File: config.mk
export PLATFORM = sky130hd
export DESIGN_NAME = store_align_unit_flat
export DESIGN_NICKNAME = d
export VERILOG_FILES = /design/src/rtl/store_align_unit_pkg.sv /design/src/rtl/store_align_unit_if.sv /design/src/rtl/store_align_unit_lane_shift.sv /design/src/rtl/store_align_unit.sv /design/src/flat_wrapper.sv
export SDC_FILE = /design/constraint.sdc
export NUM_CORES = 1
export LEC_CHECK = 0
export CAP_MARGIN = 40
export CORE_MARGIN = 2
export CORE_UTILIZATION = 40
export DETAILED_ROUTE_END_ITERATION = 8
export GPL_ROUTABILITY_DRIVEN = 0
export GPL_TIMING_DRIVEN = 1
export PLACE_DENSITY = 0.66
export SKIP_LAST_GASP = 1
export SLEW_MARGIN = 10
export SYNTH_ARGS = -nofsm -noshare
export SYNTH_HDL_FRONTEND = slang
export SYNTH_HIERARCHICAL = 1
export SYNTH_SLANG_ARGS = --single-unit
File: constraint.sdc
create_clock -name CPU_CLK -period 4.6 [get_ports CPU_CLK]
set_clock_uncertainty 0.2 [all_clocks]
set_input_delay 0.46 -clock CPU_CLK [delete_from_list [all_inputs] [get_ports CPU_CLK]]
set_output_delay 0.46 -clock CPU_CLK [all_outputs]
set_load 0.01 [all_outputs]
File: src/rtl/store_align_unit_pkg.sv
// Shared store/load type encodings and the store-size byte-mask helper.
package store_align_unit_pkg;

    localparam logic [1:0] NOSTORE = 2'b00;
    localparam logic [1:0] SB      = 2'b01;
    localparam logic [1:0] SH      = 2'b10;
    localparam logic [1:0] SW      = 2'b11;

    localparam logic [2:0] NOLOAD  = 3'b000;
    localparam logic [2:0] LB      = 3'b001;
    localparam logic [2:0] LH      = 3'b010;
    localparam logic [2:0] LW      = 3'b011;
    localparam logic [2:0] LBU     = 3'b100;
    localparam logic [2:0] LHU     = 3'b101;

    function automatic logic [3:0] size_mask(input logic [1:0] st);
        logic [3:0] m;
        m = 4'b0000;
        case (st)
            SB:      m = 4'b0001;
            SH:      m = 4'b0011;
            SW:      m = 4'b1111;
            default: m = 4'b0000;
        endcase
        return m;
    endfunction

endpackage

File: src/rtl/store_align_unit_if.sv
// Request and memory-write handshake bundle for the store alignment unit.
interface store_align_unit_if;

    logic        ReqValid;
    logic        ReqReady;
    logic [1:0]  StoreType;
    logic [31:0] Addr;
    logic [31:0] WData;
    logic        MemValid;
    logic        MemReady;
    logic [31:0] MemAddr;
    logic [31:0] MemWData;
    logic [3:0]  MemWE;

    modport slave (
        input  ReqValid, StoreType, Addr, WData, MemReady,
        output ReqReady, MemValid, MemAddr, MemWData, MemWE
    );

    modport master (
        output ReqValid, StoreType, Addr, WData, MemReady,
        input  ReqReady, MemValid, MemAddr, MemWData, MemWE
    );

endinterface

File: src/rtl/store_align_unit_lane_shift.sv
// Spreads a store across an 8-byte window: lanes 0-3 form beat 0, lanes 4-7 beat 1.
module store_lane_shift
    import store_align_unit_pkg::*;
(
    input  logic [1:0]  StoreType,
    input  logic [1:0]  off,
    input  logic [31:0] WData,
    output logic [63:0] LaneData,
    output logic [7:0]  LaneWE
);

    assign LaneData = {32'b0, WData} << {off, 3'b000};
    assign LaneWE   = {4'b0000, size_mask(StoreType)} << off;

endmodule

File: src/rtl/store_align_unit.sv
// Turns byte/half/word stores into one or two word-aligned memory write beats.
module store_align_unit
    import store_align_unit_pkg::*;
#(
    parameter int CNT_W = 16
) (
    input  logic             CPU_CLK,
    input  logic             CPU_RST,
    store_align_unit_if.slave bus,
    output logic             Busy,
    output logic [CNT_W-1:0] SplitCnt
);

    typedef enum logic [1:0] {IDLE, BEAT0, BEAT1} state_e;

    state_e             state_q, state_d;
    logic               valid_q, valid_d;
    logic [31:0]        addr_q, addr_d;
    logic [31:0]        wdata_q, wdata_d;
    logic [3:0]         we_q, we_d;
    logic [31:0]        hi_data_q, hi_data_d;
    logic [3:0]         hi_we_q, hi_we_d;
    logic               split_q, split_d;
    logic [CNT_W-1:0]   cnt_q, cnt_d;
    logic [63:0]        lane_data;
    logic [7:0]         lane_we;
    logic               accept;

    store_lane_shift u_lane_shift (
        .StoreType (bus.StoreType),
        .off       (bus.Addr[1:0]),
        .WData     (bus.WData),
        .LaneData  (lane_data),
        .LaneWE    (lane_we)
    );

    // Ready is masked by reset so nothing is accepted while reset is held.
    assign bus.ReqReady = (state_q == IDLE) && !CPU_RST;
    assign accept       = bus.ReqValid && bus.ReqReady;
    assign bus.MemValid = valid_q;
    assign bus.MemAddr  = addr_q;
    assign bus.MemWData = wdata_q;
    assign bus.MemWE    = we_q;
    assign Busy         = (state_q != IDLE);
    assign SplitCnt     = cnt_q;

    always_comb begin
        state_d   = state_q;
        valid_d   = valid_q;
        addr_d    = addr_q;
        wdata_d   = wdata_q;
        we_d      = we_q;
        hi_data_d = hi_data_q;
        hi_we_d   = hi_we_q;
        split_d   = split_q;
        cnt_d     = cnt_q;
        case (state_q)
            IDLE: begin
                if (accept && (bus.StoreType != NOSTORE)) begin
                    state_d   = BEAT0;
                    valid_d   = 1'b1;
                    addr_d    = {bus.Addr[31:2], 2'b00};
                    wdata_d   = lane_data[31:0];
                    we_d      = lane_we[3:0];
                    hi_data_d = lane_data[63:32];
                    hi_we_d   = lane_we[7:4];
                    split_d   = |lane_we[7:4];
                    if ((|lane_we[7:4]) && (cnt_q != '1)) begin
                        cnt_d = cnt_q + 1'b1;
                    end
                end
            end
            BEAT0: begin
                if (bus.MemReady) begin
                    if (split_q) begin
                        state_d = BEAT1;
                        addr_d  = addr_q + 32'd4;
                        wdata_d = hi_data_q;
                        we_d    = hi_we_q;
                    end else begin
                        state_d = IDLE;
                        valid_d = 1'b0;
                        wdata_d = '0;
                        we_d    = '0;
                    end
                end
            end
            BEAT1: begin
                if (bus.MemReady) begin
                    state_d = IDLE;
                    valid_d = 1'b0;
                    wdata_d = '0;
                    we_d    = '0;
                end
            end
            default: state_d = IDLE;
        endcase
    end

    always_ff @(posedge CPU_CLK or posedge CPU_RST) begin
        if (CPU_RST) begin
            state_q   <= IDLE;
            valid_q   <= 1'b0;
            addr_q    <= '0;
            wdata_q   <= '0;
            we_q      <= '0;
            hi_data_q <= '0;
            hi_we_q   <= '0;
            split_q   <= 1'b0;
            cnt_q     <= '0;
        end else begin
            state_q   <= state_d;
            valid_q   <= valid_d;
            addr_q    <= addr_d;
            wdata_q   <= wdata_d;
            we_q      <= we_d;
            hi_data_q <= hi_data_d;
            hi_we_q   <= hi_we_d;
            split_q   <= split_d;
            cnt_q     <= cnt_d;
        end
    end

endmodule

File: src/flat_wrapper.sv
// flat-port wrapper written by rule: the top's interface ports become plain ports
module store_align_unit_flat import store_align_unit_pkg::*;
#(
    parameter int CNT_W = 16
)
  (CPU_CLK, CPU_RST, Busy, SplitCnt, bus_ReqValid, bus_StoreType, bus_Addr, bus_WData, bus_MemReady, bus_ReqReady, bus_MemValid, bus_MemAddr, bus_MemWData, bus_MemWE);
  store_align_unit_if bus_i ();
  input  logic CPU_CLK;
  input  logic CPU_RST;
  output logic Busy;
  output logic [CNT_W-1:0] SplitCnt;
  input wire logic [$bits(bus_i.ReqValid)-1:0] bus_ReqValid;
  input wire logic [$bits(bus_i.StoreType)-1:0] bus_StoreType;
  input wire logic [$bits(bus_i.Addr)-1:0] bus_Addr;
  input wire logic [$bits(bus_i.WData)-1:0] bus_WData;
  input wire logic [$bits(bus_i.MemReady)-1:0] bus_MemReady;
  output wire logic [$bits(bus_i.ReqReady)-1:0] bus_ReqReady;
  output wire logic [$bits(bus_i.MemValid)-1:0] bus_MemValid;
  output wire logic [$bits(bus_i.MemAddr)-1:0] bus_MemAddr;
  output wire logic [$bits(bus_i.MemWData)-1:0] bus_MemWData;
  output wire logic [$bits(bus_i.MemWE)-1:0] bus_MemWE;
  assign bus_i.ReqValid = bus_ReqValid;
  assign bus_i.StoreType = bus_StoreType;
  assign bus_i.Addr = bus_Addr;
  assign bus_i.WData = bus_WData;
  assign bus_i.MemReady = bus_MemReady;
  assign bus_ReqReady = bus_i.ReqReady;
  assign bus_MemValid = bus_i.MemValid;
  assign bus_MemAddr = bus_i.MemAddr;
  assign bus_MemWData = bus_i.MemWData;
  assign bus_MemWE = bus_i.MemWE;
  store_align_unit #(.CNT_W(CNT_W)) u_core (.CPU_CLK(CPU_CLK), .CPU_RST(CPU_RST), .bus(bus_i), .Busy(Busy), .SplitCnt(SplitCnt));
endmodule
**Word-level counts from Yosys, hierarchy flattened**

Cells that the tools add are included.

- Output and inout bits: 87
- Input bits: 70
- Word-level logic and storage cells: 66
- Bits in registers: 124

- Shift operators: 2
- Mux-type cells: 25
- Add/subtract/negate cells: 2
- Reduce and logical (&&, ||, !) cells: 17
- Eq/ne operators: 11

Operator list:

| operator | number |
|---|---|
| $mux 32 | 7 |
| $pmux 32 s3 | 1 |
| $pmux 32 s2 | 1 |
| $shl 32x5->64 | 1 |
| $add 32x3->32 const B | 1 |
| $pmux 4 s3 | 2 |
| $add 16x1->16 const B | 1 |
| $mux 4 | 4 |
| $ne 16x16->1 const B | 1 |
| $mux 2 | 4 |
| $ne 2x2->1 const B | 4 |
| $reduce_and 4->1 | 2 |
| $shl 4x2->8 | 1 |
| $eq 2x2->1 const B | 3 |
| $pmux 2 s3 | 1 |
| $reduce_and 3->1 | 2 |
| $reduce_bool 2->1 | 3 |
| $reduce_and 5->1 | 1 |
| $eq 2x1->1 const B | 2 |
| $logic_and 1x1->1 | 4 |
| $mux 1 | 4 |
| $reduce_or 4->1 | 1 |
| $pmux 1 s3 | 1 |
| $reduce_bool 3->1 | 1 |
| other kinds (4) | 4 |

**Longest topological paths before layout**

- Depth in word-level cells: 6
- Depth in mapped cells: 10

**Hierarchy**

Netlist, hierarchy kept.

By module, submodules not included:

| module | instances | cells each | area an instance (um^2) |
|---|---|---|---|
| store_align_unit | 1 | 604 | 6052.1 |
| store_lane_shift | 1 | 131 | 1033.5 |

**Worst setup path after synthesis**

No wires, ideal clock.

- Kind: input to register
- Start: in CPU_RST
- End: reg u_core.hi_data_q[10]
- Path buffers: 1
- Slack: 950 ps
- Stages on the path: 5
- Setup time: 125 ps
- Arrival time: 3325 ps
- Required time: 4275 ps
- Cell sequence: inv_2 nand2_1 nor2_1 clkbuf_1 mux2_2

- Longest elaborated chain between the ends: 5

Ends and longest elaborated chain:

| item | line | RTL |
|---|---|---|
| start: declaration | flat_wrapper.sv:9 | `input logic CPU_RST;` |
| $logic_not 1->1 | store_align_unit.sv:38 | `assign bus.ReqReady = (state_q == IDLE) && !CPU_RST;` |
| $logic_and 1x1->1 | store_align_unit.sv:38 |  |
| $logic_and 1x1->1 | store_align_unit.sv:39 | `assign accept = bus.ReqValid && bus.ReqReady;` |
| $logic_and 1x1->1 | store_align_unit.sv:59 | `if (accept && (bus.StoreType != NOSTORE)) begin` |
| $reduce_and 2->1 (no source line) | - |  |
| end signal: assignment | store_align_unit.sv:117 | `hi_data_q <= hi_data_d;` |
| end: declaration | store_align_unit.sv:21 | `logic [31:0] hi_data_q, hi_data_d;` |

Every way passes these cells.
A chain may end at the register's enable or synchronous reset.

**Worst setup path after layout**

- Start: reg u_core.state_q[1]
- End: reg u_core.addr_q[29], in the netlist u_core/bus.MemAddr[29]

- Longest elaborated chain between the ends: 6

Ends and longest elaborated chain:

| item | line | RTL |
|---|---|---|
| start: declaration | store_align_unit.sv:16 | `state_e state_q, state_d;` |
| start signal: assignment | store_align_unit.sv:112 | `state_q <= state_d;` |
| $logic_not 2->1 | store_align_unit.sv:38, store_align_unit.sv:57 |  |
| $logic_and 1x1->1 | store_align_unit.sv:38 |  |
| $logic_and 1x1->1 | store_align_unit.sv:39 |  |
| $logic_and 1x1->1 | store_align_unit.sv:59 |  |
| $ne 2x2->1 (no source line) | - |  |
| $reduce_and 4->1 (no source line) | - |  |
| end signal: assignment | store_align_unit.sv:114 | `addr_q <= addr_d;` |
| end: declaration | store_align_unit.sv:18 | `logic [31:0] addr_q, addr_d;` |

Several ways; a longest one is shown, not always the timed one.

==> run summary <==
Overflow after GRT: 0
Power per cell area: 622.8 mW/mm2
VDD IR max: 583.3 uV
WS Path Type: register to register
Setup TNS: 0 ns
Element type at the critical path end: register
1st-pass router iterations: 5
Crit share post-route: 69.01%
Metal2 WL: 8624 um
Internal power: 3485 uW
Clock sinks: 122
Max Root-Sink Buffers: 2
Row count: 48
Vias: 6155
GRT Resource Usage Total: 21.08%
DIE WIDTH: 137.1 um
Beginning of the critical path: u_core/state_q[1]
Synth area leaders: dfrtp_1, mux2i_1, mux2_2
Final count of negative-setup-slack endpoints: 0
Post-synth EDFFs: 0
Top Ports: 157
Pre-CTS WS: 1.200 ns
P&R area growth vs syn: 31.10%
Total Die Area: 0.01880 mm2
Cell count after synthesis: 735
Async S/R FF share, synth: 100.0%
Top Layer Used: met4
Reg power frac: 32.2%
Largest net degree at the start of global routing: 53
Dpl hpwl: 13620 um
Commonest cells after routing, fill and taps aside: clkdlybuf4s50_1, dfrtp_1, nand2_1
Synth Area in Simple Gates: 19.39%
Fillers: 1592
Share of layout cells above drive strength 1: 11.70%
Post-synthesis sequential area ratio: 43.09%
Required @ worst endpoint: 4.73 ns
Iteration-0 DRC Markers: 414
Non-filler cells, final: 1106
PostCTS Resize Cnt: 0
Met1 Wirelength: 9115 um
Via count normalized by instance count: 5.565
R2r startpoint: u_core/state_q[1]
Hold WC Path Type: register to register
Reg-to-reg setup timing slack: 1.43 ns
End of the critical path: u_core/bus.MemAddr[29]
Final Util: 53.70%
Hold-fix buffer count after cts: 0
Synth Area in Adders: 1.236%
Cell variety after synth: 72
Clock power frac: 21.6%
Synthesized cell area: 0.007086 mm2
Largest area contributor in the netlist: dfrtp_1
Cells after DPL: 1073
FF+latch area: 0.003053 mm2
Setup crit start kind: register
Core area: 0.01730 mm2
Reg clk slew, reported paths: 0.06 ns
Initial Utilization: 40.96%
Routed WL: 19440 um
Switching part of the total power: 39.76%
Synth warn: 6
CP max FO: 52
H-tree levels: 4
Chip height: 137.1 um
Reg2reg end: u_core/bus.MemAddr[29]
Root buffer cell: clkbuf_16
Clock Latency Late Sink: 0.42 ns
Wirelength per Cell: 17.58 um
Critical path arrival: 3.30 ns
IO buf count: 154
Main combinational cell family by area after synthesis: simple AND/OR/NAND/NOR gates
Setup bufs post-CTS: 0
Drt drc: 0
Leakage power figure: 0.003840 uW
Most common flop cell mapped by yosys: dfrtp_1
CTS tree: done
Max_cap viols: 0
First-pass GRT wire length: 30560 um
Initial antenna violation count: 1
Syn_area_per_cell: 9.640 um2
Max Freq: 315.0 MHz
Period minus WS final: 3.175 ns
Endpoints failing hold: 0
Synth Register Bits: 122
Power share of the combinational group: 46.2%
Antenna viol nets, final: 0
CTS Buf Count: 17
Reg2reg path depth: 8
Fin. max-slew vios: 0
Share of the synthesized area in the top cell type: 43.09%
XOR/XNOR Fraction of Synth Area: 1.854%
Worst-Margin Slew: 0.7159 ns
Sw Pwr: 2300 uW
Hold WS: 0.2772 ns
Status: finished, final reports clean
RSZ-0062 raised after global routing: false
Met3 Wirelength: 1387 um
Most common cell after layout, fill and taps aside: clkdlybuf4s50_1
Mux cell area share after synthesis: 12.41%
Layout net count: 944
Worst rel slew slack: 52.18%
Vias in the first global route: 5752
Synth Area in Compound Gates: 16.05%
Multi-input gate area: 0.003662 mm2
Final worst slack: 1.425 ns
metal layers:
layer  global-route usage [%]  vias up
met5                        0        -
met4                    7.045        0
met3                    5.185       23
met2                    31.65      218
met1                    29.69     2990
li1                         -     2924
kinds of logic (layout without fill, tap and decap cells):
| family | after synthesis | in the layout |
|---|---|---|
| other | 2 | 12 |
| muxes | 83 | 83 |
| DFF | 122 | 122 |
| xor gates and xnor gates | 15 | 15 |
| AOI/OAI and AO/OA | 181 | 181 |
| adders and majority gates | 7 | 7 |
| and+or+nand+nor | 250 | 250 |
| buffers and inverters | 75 | 211 |
power groups by stage:
stage | Clock, uW | Sequential (uW) | Combinational, uW
CTS | 1270 | 1860 | 2680
finish | 1250 | 1860 | 2670
global placement | 0 | 1870 | 2580
floorplan | 0 | 1900 | 1540
global route | 1330 | 1930 | 2940
detailed placement | 0 | 1880 | 2680
synth_stat cells (2+ instances only):
| master | count |
|---|---|
| nor2_1 | 24 |
| and3_1 | 18 |
| o21a_1 | 3 |
| buf_2 | 5 |
| nor3_1 | 12 |
| a31oi_1 | 2 |
| and2_1 | 10 |
| o211ai_1 | 2 |
| o22ai_1 | 12 |
| mux2i_1 | 44 |
| or3_1 | 2 |
| inv_1 | 8 |
| buf_6 | 4 |
| conb_1 | 2 |
| o21bai_1 | 2 |
| xnor2_1 | 11 |
| buf_4 | 14 |
| a2bb2oi_1 | 7 |
| mux2_2 | 38 |
| ha_1 | 7 |
| a21oi_1 | 60 |
| a21o_1 | 2 |
| nand4_1 | 14 |
| o311ai_1 | 2 |
| a311oi_1 | 3 |
| nor2b_1 | 47 |
| o21ai_0 | 32 |
| o221a_2 | 3 |
| nor4_1 | 7 |
| nand2_1 | 65 |
| or4_1 | 8 |
| o21ai_1 | 19 |
| xor2_1 | 4 |
| clkbuf_1 | 34 |
| clkbuf_2 | 3 |
| inv_2 | 3 |
| dfrtp_1 | 122 |
| o32ai_1 | 2 |
| o2bb2ai_1 | 16 |
| and4_1 | 5 |
| nand3_1 | 26 |
layout make-up:
cell class | count | area share (%)
timing repair buffer | 167 | 18.02
sequential | 122 | 32.87
inverter | 12 | 0.6600
clock inverter | 14 | 1.347
antenna | 1 | 0.02694
clock buffer | 18 | 4.620
multi-input combinational | 547 | 39.43
tap | 225 | 3.031
worst min-delay path by stage:
stage                                        from                       to  cells past startpoint
after detailed placement   u_core/bus.MemWData[4]   u_core/bus.MemWData[4]                      2
final                      u_core/bus.MemWData[4]   u_core/bus.MemWData[4]                      2
after global routing      u_core/bus.MemWData[31]  u_core/bus.MemWData[31]                      2
after CTS                  u_core/bus.MemWData[4]   u_core/bus.MemWData[4]                      2
after global placement     u_core/bus.MemWData[4]   u_core/bus.MemWData[4]                      2
after floorplan              u_core/hi_data_q[26]     u_core/hi_data_q[26]                      1
registers in the layout, indices dropped and copies added (netlist names):
| register | flops |
|---|---|
| u_core/SplitCnt | 16 |
| u_core/bus.MemWData | 32 |
| u_core/bus.MemAddr | 30 |
| u_core/bus.MemValid | 1 |
| u_core/bus.MemWE | 4 |
| u_core/split_q | 1 |
| u_core/hi_we_q | 4 |
| u_core/hi_data_q | 32 |
| u_core/state_q | 2 |
metrics by stage:
stage / area [um2] / total power [uW]
final: 9289 / 5785
after global placement: 8677 / 4455
after CTS: 9286 / 5820
after floorplan: 7119 / 3442
after global routing: 9286 / 6203
after detailed placement: 8732 / 4555
critical path, stage by stage (launching register included):
cell and delay (ns):
dfrtp_1 0.41, inv_1 0.14, ha_2 0.22, buf_4 0.46, a21oi_1 0.34, or2_1 0.44
buf_16 0.22, or4_1 0.48, o211ai_1 0.17
Note: power is estimated with default switching activity, not from simulation.
